File: config.mk
export PLATFORM = sky130hd
export DESIGN_NAME = crop_border
export DESIGN_NICKNAME = d
export VERILOG_FILES = /design/src/rtl/crop_border.sv
export SDC_FILE = /design/constraint.sdc
export NUM_CORES = 1
export LEC_CHECK = 0
export CORE_ASPECT_RATIO = 0.8
export CORE_MARGIN = 2
export CORE_UTILIZATION = 42
export CTS_CLUSTER_DIAMETER = 100
export DETAILED_ROUTE_END_ITERATION = 12
export GPL_TIMING_DRIVEN = 0
export PLACE_DENSITY_LB_ADDON = 0.1
export SLEW_MARGIN = 10
export SYNTH_ARGS = -nofsm -noshare
export SYNTH_HDL_FRONTEND = slang
export SYNTH_SLANG_ARGS = --single-unit
File: constraint.sdc
create_clock -name clk -period 2.8 [get_ports clk]
set_clock_uncertainty 0.05 [all_clocks]
set_input_delay 0.42 -clock clk [delete_from_list [all_inputs] [get_ports clk]]
set_output_delay 0.42 -clock clk [all_outputs]
set_load 0.01 [all_outputs]
File: src/rtl/crop_border.sv
// rtl/crop_border.sv - strips the reflected border from the extended frame buffer
// Reads the interior of the extended buffer in raster order and writes a packed frame.
module crop_border #(
  parameter int WIDTH  = 640,
  parameter int HEIGHT = 480,
  parameter int BORDER = 19,
  parameter int W_EXT  = 678,
  parameter int RD_LAT = 2
) (
  input  logic        clk,
  input  logic        rst_n,
  input  logic        start,
  input  logic [7:0]  din,
  output logic [18:0] addr_rd,
  output logic [7:0]  dout,
  output logic [18:0] addr_wr,
  output logic        wren,
  output logic        busy,
  output logic        done
);

  localparam int XW = (WIDTH > 1) ? $clog2(WIDTH) : 1;
  localparam int YW = (HEIGHT > 1) ? $clog2(HEIGHT) : 1;
  localparam logic [18:0] START_ADDR = 19'(BORDER * W_EXT + BORDER);
  localparam logic [18:0] ROW_STEP   = 19'(2 * BORDER + 1);
  localparam logic [XW-1:0] X_LAST   = XW'(WIDTH - 1);
  localparam logic [YW-1:0] Y_LAST   = YW'(HEIGHT - 1);
  localparam logic [2:0]    D_LAST   = 3'(RD_LAT);

  typedef enum logic [1:0] {IDLE, RUN, DRAIN} state_t;

  state_t             state, state_nx;
  logic [XW-1:0]      x;
  logic [YW-1:0]      y;
  logic [2:0]         dcnt;
  logic [RD_LAT-1:0]  vpipe;
  logic [18:0]        wcnt;
  logic               issue;
  logic               last_rd;
  logic               tap;

  assign last_rd = (x == X_LAST) && (y == Y_LAST);
  assign tap     = vpipe[RD_LAT-1];

  always_ff @(posedge clk) begin
    if (!rst_n) state <= IDLE;
    else        state <= state_nx;
  end

  always_comb begin
    state_nx = state;
    case (state)
      IDLE:    if (start) state_nx = RUN;
      RUN:     if (last_rd) state_nx = DRAIN;
      DRAIN:   if (dcnt == D_LAST) state_nx = IDLE;
      default: state_nx = IDLE;
    endcase
  end

  always_comb begin
    busy  = (state != IDLE);
    issue = (state == RUN);
  end

  always_ff @(posedge clk) begin
    if (!rst_n) begin
      addr_rd <= '0;
      addr_wr <= '0;
      dout    <= '0;
      wren    <= 1'b0;
      done    <= 1'b0;
      x       <= '0;
      y       <= '0;
      dcnt    <= '0;
      vpipe   <= '0;
      wcnt    <= '0;
    end else begin
      done <= (state == DRAIN) && (dcnt == D_LAST);
      // Each issued read matures RD_LAT cycles later into one write.
      vpipe[0] <= issue;
      for (int i = 1; i < RD_LAT; i++) vpipe[i] <= vpipe[i-1];
      wren <= tap;
      if (tap) begin
        dout    <= din;
        addr_wr <= wcnt;
        wcnt    <= wcnt + 19'd1;
      end
      case (state)
        IDLE: begin
          if (start) begin
            addr_rd <= START_ADDR;
            x       <= '0;
            y       <= '0;
            wcnt    <= '0;
            dcnt    <= '0;
          end
        end
        RUN: begin
          if (x != X_LAST) begin
            x       <= x + 1'b1;
            addr_rd <= addr_rd + 19'd1;
          end else if (y != Y_LAST) begin
            x       <= '0;
            y       <= y + 1'b1;
            addr_rd <= addr_rd + ROW_STEP;
          end
          dcnt <= '0;
        end
        DRAIN:   dcnt <= dcnt + 3'd1;
        default: dcnt <= '0;
      endcase
    end
  end

endmodule
# Yosys cells after proc, flatten, opt, wreduce, memory -nomap -nowiden

Index checks and enable logic that the tools add are counted.

$add $sub $neg: 6
Eq/ne operators: 13
Muxes and demuxes: 21
Reduce and logical (&&, ||, !) cells: 8

Operators with widths:

| kind                                                            | count |
|---|---|
| 19-bit two-way mux                                              | 6 |
| 19-bit by 1-bit adder with 19-bit output, second input constant | 2 |
| 19-bit one-hot mux with 2 select lines                          | 1 |
| 10-bit two-way mux                                              | 3 |
| 9-bit two-way mux                                               | 3 |
| 10-bit one-hot mux with 2 select lines                          | 1 |
| 19-bit by 6-bit adder with 19-bit output, second input constant | 1 |
| 9-bit one-hot mux with 2 select lines                           | 1 |
| 10-bit by 1-bit adder with 10-bit output, second input constant | 1 |
| 10-bit == test, second input constant                           | 1 |
| 10-bit != test, second input constant                           | 1 |
| 9-bit by 1-bit adder with 9-bit output, second input constant   | 1 |
| 9-bit == test, second input constant                            | 1 |
| 9-bit != test, second input constant                            | 1 |
| 2-bit two-way mux                                               | 3 |
| 2-bit by 1-bit != test with 1-bit output, second input constant | 3 |
| 2-bit one-hot mux with 3 select lines                           | 1 |
| 3-bit one-hot mux with 2 select lines                           | 1 |
| 3-bit AND reduction                                             | 2 |
| 2-bit != test, second input constant                            | 2 |
| 4-bit AND reduction                                             | 1 |
| 2-bit nonzero test                                              | 2 |
| 3-bit by 1-bit adder with 3-bit output, second input constant   | 1 |
| 3-bit by 2-bit == test with 1-bit output, second input constant | 1 |
| 6 further kinds                                                 | 7 |

Flip-flop bits (word level): 93
Word-level logic and storage cells: 59

# Longest topological paths before layout

Depth after elaboration: 4
Mapped depth: 11
Depth with buffers taken out: 10

# Least setup slack after synthesis

No wires, ideal clock.

Path kind: register -> register
Start point: reg x[0]
End point: reg addr_rd[16]
Data arrival time: 2611 ps
Data required time: 2679 ps
Slack: 68 ps
Cell stages (with the launch flop): 12
Path buffers: 1
Path through: dfxtp_1 -> ha_1 -> and3_1 -> nand3_1 -> inv_1 -> ha_1 -> nor2b_1 -> o2111ai_1 -> nor2b_1 -> clkbuf_1 -> or4_1 -> a21oi_1

Cells in the longest elaborated chain, start to end: 3
Elaborated cells on any way between the ends: 5

Ends and longest elaborated chain:

| item                                                                                     | line | source |
|---|---|---|
| start, declared                                                                          | 33   | `logic [XW-1:0] x;` |
| start signal, assigned                                                                   | 100  | `x <= x + 1'b1;` |
| 10-bit != test (*)                                                                       | 99   | `if (x != X_LAST) begin` |
| 3-bit by 1-bit != test with 1-bit output (no line) or 19-bit two-way mux (tied branches) | -    |  |
| 3-bit AND reduction (no line) or 19-bit one-hot mux with 2 select lines (tied branches)  | -    |  |
| end signal, assigned                                                                     | 101  | `addr_rd <= addr_rd + 19'd1;` |
| end signal, assigned                                                                     | 105  | `addr_rd <= addr_rd + ROW_STEP;` |
| end, declared                                                                            | 14   | `output logic [18:0] addr_rd,` |

Mark *: on every way between the ends. The rest lies on a longest branch, timed or not.
A chain may end at the register's enable or synchronous reset.

# Worst setup path after layout

Ends and elaborated chain as after synthesis.

==> summary.txt <==
Mapped cell area -> 4124 um2
Number of diodes -> 0
Area Growth Syn to Fin -> 27.34%
Mux contribution to synthesized area -> 7.282%
DRC violations left -> 0
Synth Area in Compound Gates -> 12.65%
Via-to-Cell Ratio -> 5.403
Final Cell Area -> 5251 um2
Total CTS buffers -> 9
Core footprint -> 9609 um2
Power Density -> 587.0 nW/um2
Synth top area cells -> dfxtp_1 (45%), mux2i_1 (7.3%), nor2_1 (7.0%)
Filler instances -> 894
Static leakage -> 0.001791 uW
Register Area -> 1862 um2
1st-iter DRT viols -> 191
Final min period -> 2672 ps
Fmax -> 374.3 MHz
First-pass iteration count of the detailed router -> 4
Dpl cell area -> 4863 um2
Biggest area consumer among synthesized cells -> dfxtp_1
Switch share -> 24.56%
Final setup viols -> 0
# hold bufs at CTS -> 0
Maximum VDD drop -> 0.0002849 V
Startpoint Class -> flop
Cell row count -> 32
Maximum buffer depth of the clock tree -> 2
WP data arrival -> 2900 ps
Outcome -> finished clean
Starting density of the core -> 42.92%
First-pass GRT wire length -> 15.65 mm
Final wirelength -> 9.454 mm
Avg Cell Area, Syn -> 9.144 um2
Slew @ Worst Pin -> 783.2 ps
Switch Pwr -> 756.9 uW
Worst hold path class -> flop to flop
Final Hold Viols -> 0
Sink Count -> 93
Worst endpoint required time -> 3030 ps
EDFF count, synth -> 0
DP HPWL -> 6.632 mm
Critical path cell sequence -> ha_2 > and3_1 > nand3_4 > fa_2 > nor2b_2 > o2111ai_2 > nor2b_4 > or4_1 > a21oi_1
Die W -> 114.8 um
Grt total ovfl -> 0
Largest family of logic cells by synthesized area -> simple AND/OR/NAND/NOR gates
Die Ht -> 92.63 um
Vias -> 3485
TNS Setup -> 0 ps
Post-route insts no fill -> 645
H-tree levels -> 3
Netlist cell types -> 55
RSZ-0062 raised after global routing -> false
Die Area -> 10630 um2
Post-DRT Antenna Nets -> 0
Critical path's slowest cell -> or4_1
Number of global-route vias before repair -> 3298
Max_cap viols -> 0
Crit-path max cell delay -> 460 ps
Adder-Cell Fraction of Synth Area -> 2.913%
Largest net degree at the start of global routing -> 15
Synth Area in Simple Gates -> 22.60%
Layout cell share with drive strength beyond 1 -> 9.316%
CP endpoint kind -> flop
Net count of the mapped netlist -> 471
Placed cells -> 629
Final slew viol count -> 0
CTS tree -> built
PortBufs -> 59
Part of the power in registers -> 45.0%
Main synth FF type -> dfxtp_1
Clock power frac -> 42.5%
Yosys warns -> 0
Final period utilization -> 95.43%
GP Congestion -> 0.8289
CTS root buf -> clkbuf_16
Initial antenna violation count -> 0
IO Count -> 60
#FFs+latches synth -> 93
Critical Setup Path Class -> flop to flop
Register area share after synthesis -> 45.15%
CP Max Fanout -> 5
Total GRT Usage -> 18.88%
Slew HR -> 47.78%
Multi-input logic area -> 2168 um2
XOR/XNOR Fraction of Synth Area -> 5.734%
Clock transition at path regs -> 70 ps
Nets -> 541
Internal power -> 2326 uW
Async SR Flop Fraction -> 0%
Clk_lat worst skew -> 340 ps
Combinational power share -> 12.5%
Wirelength per Cell -> 14.66 um
Cells after Synth -> 451
Top cell type's share of synthesized area -> 45.15%
-- registers in the layout, indices dropped and copies added, names as in the netlist --
| register | flops |
|---|---|
| done | 1 |
| addr_rd | 19 |
| x | 10 |
| state | 2 |
| addr_wr | 19 |
| wcnt | 19 |
| wren | 1 |
| dout | 8 |
| dcnt | 3 |
| vpipe | 2 |
| y | 9 |
-- worst max-delay path, delay by kind of cell (launching register included) --
kind                     cells  cell delay, ps
AO/OA/AOI/OAI                2             300
adder cells (fa/ha/maj)      2             640
flip-flops                   1             400
AND/OR/NAND/NOR              5            1210
-- logic make-up after synthesis --
kind of cell             after synthesis
buffers and inverters                 30
AND/OR/NAND/NOR                      187
flip-flops                            93
XOR/XNOR                              27
AO/OA/AOI/OAI                         75
adder cells (fa/ha/maj)                9
multiplexers                          30
-- cell usage after synthesis (all sizes together) (2+ instances only) --
cell,number
nor4,2
nor3b,2
or3,10
clkbuf,7
a211oi,10
nand2,24
xnor2,13
mux2i,30
dfxtp,93
nor3,5
nand4b,2
inv,9
and2,2
a21oi,22
a2111oi,2
nand3,21
a311oi,5
buf,14
o211ai,4
and3,8
nand3b,2
nor2b,3
nand4,12
nand2b,6
nor2,77
and4,2
a31oi,5
xor2,14
or4,7
ha,8
a41oi,2
o31ai,5
o21ai,13
-- power by group through the flow --
stage / registers (uW) / logic [uW] / clock network [uW]
floorplan: 1420 / 232 / 0
global placement: 1410 / 377 / 0
detailed placement: 1410 / 383 / 0
CTS: 1380 / 385 / 1360
global route: 1390 / 422 / 1410
finish: 1390 / 385 / 1310
-- path summary, 6_finish.rpt --
kind / slack, ps / end / startpoint / depth (start not counted)
worst max-delay path: 130 / addr_rd[16]$_SDFFE_PN0P_ / x[0]$_SDFFE_PN0P_ / 9
worst min-delay path: 390 / vpipe[1]$_SDFF_PN0_ / vpipe[0]$_SDFF_PN0_ / 1
worst max register to register: 130 / addr_rd[16]$_SDFFE_PN0P_ / x[0]$_SDFFE_PN0P_ / 9
worst min register to register: 390 / vpipe[1]$_SDFF_PN0_ / vpipe[0]$_SDFF_PN0_ / 1
-- area by class of cell --
class | instances | area share (%)
well taps | 119 | 2.835
multi-input cells | 329 | 41.29
clock buffers | 14 | 5.599
flip-flops and latches | 93 | 35.45
clock inverters | 2 | 0.7148
repair buffers | 59 | 11.25
inverters | 9 | 0.6910
plain buffers | 20 | 2.168
-- cells in the final DEF, fill, tap and decap left out, drive strengths merged, types with 5 or more instances in the layout --
cell	instances
nand2b	6
ha	8
nand3	21
xnor2	13
inv	9
buf	14
xor2	14
or4	7
dfxtp	93
a311oi	5
nor3	5
a21oi	22
or3	10
nor2	77
o31ai	5
clkdlybuf4s50	59
nand4	12
clkbuf	20
mux2i	30
a211oi	10
and3	8
o21ai	13
a31oi	5
nand2	24
-- through the flow --
| stage | power [uW] | util, % | setup slack, ps | hold WS [ps] |
|---|---|---|---|---|
| 2_1_floorplan | 1651 | - | 68.30 | 361.8 |
| 3_3_place_gp | 1791 | 50.61 | -247.2 | 374.0 |
| 3_5_place_dp | 1797 | 50.61 | -310.4 | 379.8 |
| 4_1_cts | 3128 | 54.15 | 24.60 | 395.7 |
| 5_1_grt | 3224 | 54.65 | 19.66 | 425.3 |
| 6_report | 3083 | 54.65 | 128.0 | 392.1 |
-- routing by layer --
metal	share of wire [%]	global-route usage, %	vias to the layer above
met5	0	0	-
met2	44	28.65	80
met4	1.4	6.325	0
met1	49	24.95	1640
met3	5.8	6.741	12
li1	-	-	1753
-- repair_timing --
| action | 4_1_cts | 5_1_grt |
|---|---|---|
| cloned | 0 | 1 |
| endpoints found under the setup margin | 11 | 12 |
| buffers inserted | 0 | 0 |
| pin swaps | 0 | 0 |
| resized for setup | 5 | 8 |
Note: power is estimated with default switching activity, not from simulation.
